$ cat src/rtl/freq_gate_ctrl.sv
// Gate/sequence controller for a reciprocal-free frequency counter.
// Synchronises the measured signal, turns its rising edges into one-cycle
// increment pulses for an external BCD decade counter during a fixed gate,
// then latches the counter value and an overflow flag for a display consumer
// through a valid/ready handshake.
module freq_gate_ctrl #(
    parameter int DIGITS_NUM  = 6,
    parameter int GATE_CYCLES = 1000000
) (
    input  logic                      clk_in,
    input  logic                      reset_in,
    input  logic                      signal_in,
    input  logic [4*DIGITS_NUM-1:0]   digits_in,
    input  logic                      carry_in,
    output logic                      count_enable_out,
    output logic                      count_clear_out,
    output logic [4*DIGITS_NUM-1:0]   result_out,
    output logic                      overflow_out,
    output logic                      result_valid_out,
    input  logic                      result_ready_in
);

    localparam int TW = (GATE_CYCLES > 1) ? $clog2(GATE_CYCLES) : 1;
    localparam logic [TW-1:0] TIMER_LAST = TW'(GATE_CYCLES - 1);

    typedef enum logic [1:0] {
        ST_CLEAR  = 2'd0,
        ST_GATE   = 2'd1,
        ST_SETTLE = 2'd2,
        ST_LATCH  = 2'd3
    } state_e;

    state_e                    state_q;
    state_e                    state_d;
    logic [TW-1:0]             timer_q;
    logic [TW-1:0]             timer_d;
    logic [2:0]                sync_q;
    logic                      edge_s;
    logic                      count_enable_q;
    logic                      count_clear_q;
    logic                      ovf_acc_q;
    logic [4*DIGITS_NUM-1:0]   result_q;
    logic                      overflow_q;
    logic                      valid_q;

    // Rising edge of the synchronised input; bit 2 is the delayed copy.
    assign edge_s = sync_q[1] & ~sync_q[2];

    // Next-state and gate-timer logic for the free-running measurement cycle.
    always_comb begin
        state_d = state_q;
        timer_d = timer_q;
        case (state_q)
            ST_CLEAR: begin
                state_d = ST_GATE;
                timer_d = '0;
            end
            ST_GATE: begin
                if (timer_q == TIMER_LAST) begin
                    state_d = ST_SETTLE;
                    timer_d = '0;
                end else begin
                    timer_d = timer_q + TW'(1);
                end
            end
            ST_SETTLE: begin
                state_d = ST_LATCH;
            end
            ST_LATCH: begin
                state_d = ST_CLEAR;
            end
            default: begin
                state_d = ST_CLEAR;
                timer_d = '0;
            end
        endcase
    end

    // FSM state, gate timer, input synchroniser and registered counter controls.
    // Enable/clear are computed from the next state so they line up with it;
    // edges whose pulse would fall outside GATE are dropped, never deferred.
    always_ff @(posedge clk_in or negedge reset_in) begin
        if (!reset_in) begin
            state_q        <= ST_CLEAR;
            timer_q        <= '0;
            sync_q         <= 3'b000;
            count_enable_q <= 1'b0;
            count_clear_q  <= 1'b1;
        end else begin
            state_q        <= state_d;
            timer_q        <= timer_d;
            sync_q         <= {sync_q[1:0], signal_in};
            count_enable_q <= edge_s & (state_d == ST_GATE);
            count_clear_q  <= (state_d == ST_CLEAR);
        end
    end

    // Overflow accumulator: any carry seen together with an increment in GATE.
    always_ff @(posedge clk_in or negedge reset_in) begin
        if (!reset_in) begin
            ovf_acc_q <= 1'b0;
        end else if (state_q == ST_CLEAR) begin
            ovf_acc_q <= 1'b0;
        end else if ((state_q == ST_GATE) && carry_in && count_enable_q) begin
            ovf_acc_q <= 1'b1;
        end else begin
            ovf_acc_q <= ovf_acc_q;
        end
    end

    // Result latch and valid flag; a new LATCH always wins over a handshake.
    always_ff @(posedge clk_in or negedge reset_in) begin
        if (!reset_in) begin
            result_q   <= '0;
            overflow_q <= 1'b0;
            valid_q    <= 1'b0;
        end else if (state_q == ST_LATCH) begin
            result_q   <= digits_in;
            overflow_q <= ovf_acc_q;
            valid_q    <= 1'b1;
        end else if (valid_q && result_ready_in) begin
            valid_q    <= 1'b0;
        end else begin
            valid_q    <= valid_q;
        end
    end

    assign count_enable_out = count_enable_q;
    assign count_clear_out  = count_clear_q;
    assign result_out       = result_q;
    assign overflow_out     = overflow_q;
    assign result_valid_out = valid_q;

endmodule

$ cat config.mk
export PLATFORM = sky130hd
export DESIGN_NAME = freq_gate_ctrl
export DESIGN_NICKNAME = d
export VERILOG_FILES = /design/src/rtl/freq_gate_ctrl.sv
export SDC_FILE = /design/constraint.sdc
export NUM_CORES = 1
export LEC_CHECK = 0
export BUFFER_PORTS_ARGS = -buffer_cell sky130_fd_sc_hd__clkbuf_2
export CAP_MARGIN = 20
export CORE_MARGIN = 3
export CORE_UTILIZATION = 59
export CTS_BUF_LIST = sky130_fd_sc_hd__clkbuf_4
export DETAILED_ROUTE_END_ITERATION = 10
export PLACE_DENSITY = 0.87
export SLEW_MARGIN = 10
export SYNTH_ARGS = -nofsm -noshare
export SYNTH_HDL_FRONTEND = slang
export SYNTH_SLANG_ARGS = --single-unit
export TNS_END_PERCENT = 20
$ cat constraint.sdc
create_clock -name clk_in -period 4.69 [get_ports clk_in]
set_input_delay 0.7035 -clock clk_in [delete_from_list [all_inputs] [get_ports clk_in]]
set_output_delay 0.7035 -clock clk_in [all_outputs]
set_load 0.05 [all_outputs]
# Word level (Yosys, flattened, before mapping)
# Index checks and enable logic that the tools add are counted.
totals:
  in_bits: 29
  elab_cells: 34
  reg_bits: 54
  output_inout_bits: 28
classes:
  bitwise_logic: 3
  n_addsub: 1
  eq_ne: 5
  reduce_logical: 8
  muxes: 8
op_table:
  columns: ["operator", "count"]
  rows:
  - ["20-bit case mux with 2 select lines", 1]
  - ["20-bit by 1-bit adder with 20-bit output (second input constant)", 1]
  - ["20-bit equality test (second input constant)", 1]
  - ["20-bit 2-to-1 mux", 1]
  - ["2-bit case mux with 4 select lines", 1]
  - ["2-bit nonzero test", 3]
  - ["2-bit by 1-bit equality test with 1-bit output (second input constant)", 2]
  - ["2-bit equality test (second input constant)", 2]
  - ["2-bit zero test", 2]
  - ["1-bit 2-to-1 mux", 4]
  - ["1-bit logical AND", 3]
  - ["1-bit AND", 2]
  - ["2-bit 2-to-1 mux", 1]
  - ["1-bit inverter", 1]

# Longest topological paths before layout
# Gate-level depths: netlist (run 1).
logic_depth:
  depth_word: 5
  ltp_mapped: 8
  mapped_depth_nobuf: 6

# Least setup slack after synthesis (run 1)
# OpenSTA, ideal clock, no wires.
synth_path:
  path_kind: "register to register"
  from: "register timer_q[16]"
  to: "register timer_q[8]"
  t_arrival_ns: 1.890
  stages_incl_launch_ff: 7
  setup_ns: 0.121
  path_buffers: 1
  period_less_slack_ns: 2.011
  t_required_ns: 4.569
  setup_slack_ns: 2.679
  cell_sequence: "dfrtp_1 -> nand3_1 -> or4_1 -> o41a_1 -> buf_6 -> a21o_1 -> a22o_1"
synth_between:
  elab_chain_cells: 3
synth_lines:
  columns: ["item", "line_no", "text"]
  rows:
  - ["from (decl)", "35", "logic [TW-1:0] timer_q;"]
  - ["from (signal assigned)", "91", "timer_q <= timer_d;"]
  - ["20-bit equality test", "59", "if (timer_q == TIMER_LAST) begin"]
  - ["20-bit 2-to-1 mux", "59", null]
  - ["20-bit case mux with 2 select lines", "53", "case (state_q)"]
# No other way between the ends.
# A chain may end at the register's enable or synchronous reset.

# Final worst setup path (run 1)
layout_path:
  from: "register timer_q[16]"
  to: "register timer_q[3]"
# The elaborated chain is that of the path after synthesis.

==> results of run 1 <==
## path summary, 6_finish.rpt
path | start | end | cells past startpoint
setup / recovery | timer_q[16]$_DFFE_PN0P_ | timer_q[3]$_DFFE_PN0P_ | 6
hold / removal | sync_q[0]$_DFF_PN0_ | sync_q[1]$_DFF_PN0_ | 0
setup reg to reg | timer_q[16]$_DFFE_PN0P_ | timer_q[3]$_DFFE_PN0P_ | 6
hold reg to reg | sync_q[0]$_DFF_PN0_ | sync_q[1]$_DFF_PN0_ | 0
max in group asynchronous | reset_in | result_out[4]$_DFFE_PN0P_ | 2
min in group asynchronous | reset_in | result_out[10]$_DFFE_PN0P_ | 2
## per-layer routing
layer	track usage, %	wire length, um
met2	33.37	2073
met3	5.673	251
met5	0	0
met4	7.196	19
met1	26.00	2008
## registers in the layout, indices dropped and copies added (netlist names)
register	flops
timer_q	20
ovf_acc_q	1
result_valid_out	1
count_enable_out	1
count_clear_out	1
result_out	24
overflow_out	1
state_q	2
sync_q	3
## synth_stat cells
library cell   n  area share [%]
buf_6          1            0.49
nand4_1        5             1.4
dfstp_2        1             1.1
nor2_1         7             1.1
nand2b_1       2            0.54
and3b_1        1            0.38
nand2_1       17             2.8
ha_1           1            0.54
inv_1          3            0.49
dfrtp_1       53              57
or4_1          1            0.33
nand3_1       12             2.6
a41oi_1        1            0.38
a22o_1         8             3.0
and3_1         5             1.4
a31oi_1       11             3.0
nor4_1         1            0.27
mux2_2        26              13
or2b_1         1            0.33
nor2b_1        1            0.27
a21oi_1        7             1.5
o21ai_0        3            0.65
clkbuf_1       7             1.1
xnor2_1        5             1.9
buf_2          1            0.22
nor4b_1        1            0.38
or3_1          1            0.27
a21o_1         1            0.33
mux2i_1        3             1.3
o211ai_1       1            0.33
nor3_1         3            0.65
o41a_1         1            0.49
and4_1         1            0.38
## cell families after synthesis
| group | after synthesis | share of synthesized area [%] |
|---|---|---|
| AOI/OAI and AO/OA | 33 | 9.697 |
| adders and majority gates | 1 | 0.5416 |
| and+or+nand+nor | 59 | 13.00 |
| buffers and inverters | 12 | 2.329 |
| DFF | 54 | 58.56 |
| xor gates and xnor gates | 5 | 1.896 |
| muxes | 29 | 13.98 |
## where the power goes
| group | internal [mW] | switching [mW] |
|---|---|---|
| clock network | 0.0589 | 0.143 |
| registers | 0.478 | 0.00549 |
| logic | 0.0235 | 0.0583 |
## through the flow
step	instances	worst slack, ns	power [mW]	utilization, %
6_report	298	2.483	0.7671	72.32
5_1_grt	298	2.356	0.8012	72.32
4_1_cts	297	2.181	0.7779	71.92
3_5_place_dp	289	2.227	0.5755	70.37
3_3_place_gp	289	2.320	0.5735	70.37
2_1_floorplan	193	2.679	0.5409	-
## area by class of cell
cell class / instances / area [sq um]
flip-flops and latches: 54 / 1353
fillers: 269 / 1028
multi-input cells: 127 / 903.4
repair buffers: 58 / 302.8
well taps: 48 / 60.06
clock buffers: 5 / 37.54
clock inverters: 3 / 20.02
inverters: 3 / 11.26
==> qor.txt, run 1 <==
CTS resizes - 0
syn avg cell area - 11.97 sq um
Routed WL - 4.352 mm
Max FO, Critical Path - 28
crit-path max cell delay - 0.51 ns
CTS tree - built
Layout area overhead - 16.36%
Least-Margin Pin Slew - 1.043 ns
core area - 0.003716 sq mm
Req. time, crit path - 4.95 ns
max_slew headroom - 30.32%
max_cap viols - 0
Setup-failing EPs final - 0
crit end category - register
routed via count - 1,670
antenna-violating nets left - 0
RSZ-0062 raised after global routing - no
Mapped Nets - 223
Fmax - 453.2 MHz
gpl congestion - 0.8313
clk_lat worst skew - 0.38 ns
Slowest-stage cell, CP - or4_1
family with the most delay on the worst path - compound AO/OA/AOI/OAI gates
initial antenna violation count - 0
clock skew - 0.01609 ns
Arr. time, crit path - 2.46 ns
largest net degree at the start of global routing - 55
Post-CTS Setup Inserts - 0
IO buf count - 56
overall die height - 68.57 um
antenna cells - 0
Cell Pwr Density - 285.4 mW/mm^2
cts bufs inserted - 5
Clock Pin Slew Worst Setup and Hold Paths - 0.15 ns
period utilisation layout - 47.05%
DRC errors left - 0
count of different cell masters after synthesis - 33
HPWL after detailed placement - 3.124 mm
DIE AREA - 0.004702 sq mm
setup TNS - 0 ns
VDD IR max - 0.0002647 V
commonest non-fill, non-tap cells in the layout - clkbuf_2, dfrtp_1, mux2_2
CP startpoint kind - register
average wire per standard cell - 14.60 um
Mapped Area - 0.002310 sq mm
detail-routed via count per cell - 5.604
hold_ws - 0.3713 ns
post-cts hold buffer count - 0
Final #Nets - 279
WP buf/inv - 1
Hold Vio Cnt, Final - 0
num ports - 57
initial DRC count - 79
minimum clock period - 2.207 ns
row count - 22
H-tree levels - 2
crit-path cells - nand3_1 > or4_1 > o41a_1 > buf_8 > a41oi_1 > a31oi_1
first-pass GRT wire length - 7.038 mm
crit path kind - register to register
worst reg2reg setup slack - 2.48 ns
Total Routing Usage GR - 20.41%
max-slew violation count - 0
Cells after Synth - 193
GRT overflow - 0
die width - 68.57 um
vias in the first global route - 1,541
Layout Cell Area excl Fill - 0.002688 sq mm
Warnings, synthesis - 0
TritonRoute pass-1 iters - 4
layout cells sized above 1 - 36.80%
outcome - completed
Placed Area - 0.002615 sq mm
sequential area share after synthesis - 58.56%
Initial Utilization - 62.15%
Synth Register Bits - 54
commonest non-fill, non-tap cell in the layout - clkbuf_2
Root Driver - clkbuf_4
class of the worst hold path - register to register
leakage - 1.311 nW
clk sink count - 54
Longest Clk Path Bufs - 2
No activity file was read; power rests on OpenSTA's default activity.
==> run 2: changes to the inputs <==
CORE_UTILIZATION = 49   (was 59)
PLACE_DENSITY = 0.77   (was 0.87)
clock period = 1.8 ns   (was 4.69 ns; I/O delays follow)
==> qor.txt, run 2 (synthesis gave the netlist of run 1 again) <==
fillers - 325 (+21%)
Finished Layout Cells - 336 (+13%)
class of the worst hold path - input port to register
max_cap viols - 0 (unchanged)
largest net degree at the start of global routing - 55 (unchanged)
vias in the first global route - 1,740 (+13%)
IO buf count - 56 (unchanged)
critical path depth in cells - 6 (unchanged)
crit-path cells - nand3_2 > or4_4 > o41a_1 > buf_6 > buf_4 > a22o_1
Root Driver - clkbuf_4
Setup-failing EPs final - 17 (+17)
Cell Pwr Density - 653.0 mW/mm^2 (+130%)
clk sink count - 54 (unchanged)
Req. time, crit path - 2.06 ns (-2.89 ns)
antenna cells - 0 (unchanged)
Routed WL - 4.986 mm (+15%)
pre-CTS setup slack - -0.1027 ns (-2.330 ns)
outcome - complete, but fails checks
gpl congestion - 0.8092 (-2.7%)
WHS Path Cells - 2 (+2)
GRT overflow - 0 (unchanged)
row count - 24 (+9.1%)
max_slew headroom - 71.10% (+41 points)
die width - 74.66 um (+8.9%)
cts bufs inserted - 5 (unchanged)
failing checks - setup timing
initial antenna violation count - 0 (unchanged)
Final WS setup - -0.1417 ns (-2.625 ns)
Least-Margin Pin Slew - 0.4330 ns (-0.6096 ns)
antenna-violating nets left - 0 (unchanged)
Util after Layout - 69.37% (-3.0 points)
initial DRC count - 103 (+30%)
Arr. time, crit path - 2.20 ns (-0.26 ns)
Clock Pin Slew Worst Setup and Hold Paths - 0.16 ns (about the same)
worst reg-to-reg path cell count - 6 (unchanged)
average wire per standard cell - 14.84 um (+1.6%)
period utilisation layout - 107.9% (+61 points)
TritonRoute pass-1 iters - 4 (unchanged)
Fmax - 515.0 MHz (+14%)
Slowest-stage cell, CP - or4_4
worst reg2reg setup slack - -0.14 ns (-2.62 ns)
Tot Pwr - 2.013 mW (+160%)
num ports - 57 (unchanged)
H-tree levels - 2 (unchanged)
detail-routed via count per cell - 5.565 (-0.69%)
leakage - 1.509 nW (+15%)
VDD IR max - 0.0005188 V (+96%)
crit end category - register
Post-Place Cells - 320 (+11%)
Layout area overhead - 33.48%
max-slew violation count - 0 (unchanged)
Total Routing Usage GR - 17.97% (-2.4 points)
core area - 0.004444 sq mm (+20%)
overall die height - 74.66 um (+8.9%)
WP buf/inv - 2 (+1)
clk_lat worst skew - 0.37 ns (about the same)
first-pass GRT wire length - 7.638 mm (+8.5%)
max reg flops - 24 (unchanged)
commonest non-fill, non-tap cells in the layout - clkbuf_2, dfrtp_1, buf_4
Longest Clk Path Bufs - 2 (unchanged)
hold_ws - 0.06497 ns (-0.3063 ns)
clock skew - 0.01990 ns (+0.003812 ns)
DIE AREA - 0.005573 sq mm (+19%)
RSZ-0062 raised after global routing - yes
layout cells sized above 1 - 49.65% (+13 points)
crit path kind - register to register
crit-path max cell delay - 0.50 ns (about the same)
HPWL after detailed placement - 3.306 mm (+5.8%)
routed via count - 1,870 (+12%)
Final #Nets - 313 (+12%)
CTS tree - built
commonest non-fill, non-tap cell in the layout - clkbuf_2
Initial Utilization - 51.97% (-10 points)
minimum clock period - 1.942 ns (-0.2651 ns)
DRC errors left - 0 (unchanged)
CP startpoint kind - register
Max FO, Critical Path - 10 (-64%)
family with the most delay on the worst path - simple AND/OR/NAND/NOR gates
Hold Vio Cnt, Final - 0 (unchanged)
run 2: cell count changes in the layout (fill, tap and decap cells not counted), moves of 3 or more:
cell	change
nand3_1	-3
nand3_2	+3
a21oi_2	+4
buf_4	+29
a21oi_1	-4
run 2: power breakdown:
| group | internal, mW | leakage (nW) | switching, mW |
|---|---|---|---|
| clock | 0.172 | 0.0360 | 0.361 |
| combinational | 0.0672 | 0.806 | 0.153 |
| sequential | 1.25 | 0.667 | 0.0148 |
run 2: worst paths after layout:
| check | endpoint | from |
|---|---|---|
| worst max-delay path | timer_q[18]$_DFFE_PN0P_ | timer_q[17]$_DFFE_PN0P_ |
| min in group asynchronous | result_out[8]$_DFFE_PN0P_ | reset_in |
| max in group asynchronous | count_clear_out$_DFF_PN1_ | reset_in |
| worst min-delay path | result_valid_out$_DFFE_PN0P_ | result_ready_in |
| worst min register to register | sync_q[1]$_DFF_PN0_ | sync_q[0]$_DFF_PN0_ |
| worst max register to register | timer_q[18]$_DFFE_PN0P_ | timer_q[17]$_DFFE_PN0P_ |
run 2: final cells by class:
class / count / area [sq um] / share of cell area (%)
timing repair buffer: 92 / 596.8 / 19.36
clock inverter: 2 / 13.76 / 0.4464
inverter: 3 / 11.26 / 0.3653
sequential: 54 / 1353 / 43.87
clock buffer: 6 / 45.04 / 1.461
multi-input combinational: 127 / 998.5 / 32.39
tap: 52 / 65.06 / 2.110
run 2: per-stage QoR:
step	TNS [ns]	instance area [sq um]
2_1_floorplan	-1.744	2328
3_3_place_gp	-0.3130	2848
3_5_place_dp	-0.8689	2848
4_1_cts	-1.223	2969
5_1_grt	-2.922	3083
6_report	-1.866	3083
run 2: repair_timing:
| action | in CTS | in global routing |
|---|---|---|
| gates resized for setup | 7 | 12 |
| endpoints found under the setup margin | 17 | 22 |
| gates cloned | 1 | 1 |
| setup buffers | 2 | 2 |
| pin swaps | 2 | 5 |
| hold buffers | 2 | 0 |
| hold endpoints to repair | 54 | 0 |
run 2: routing by layer:
layer  track usage, %  vias to the layer above  share of wire, %
li1                 -                      880                 -
met1            22.08                      927                44
met2            31.41                       58                51
met3            4.940                        5               5.0
met4            4.545                        0              0.80
met5                0                        -                 0
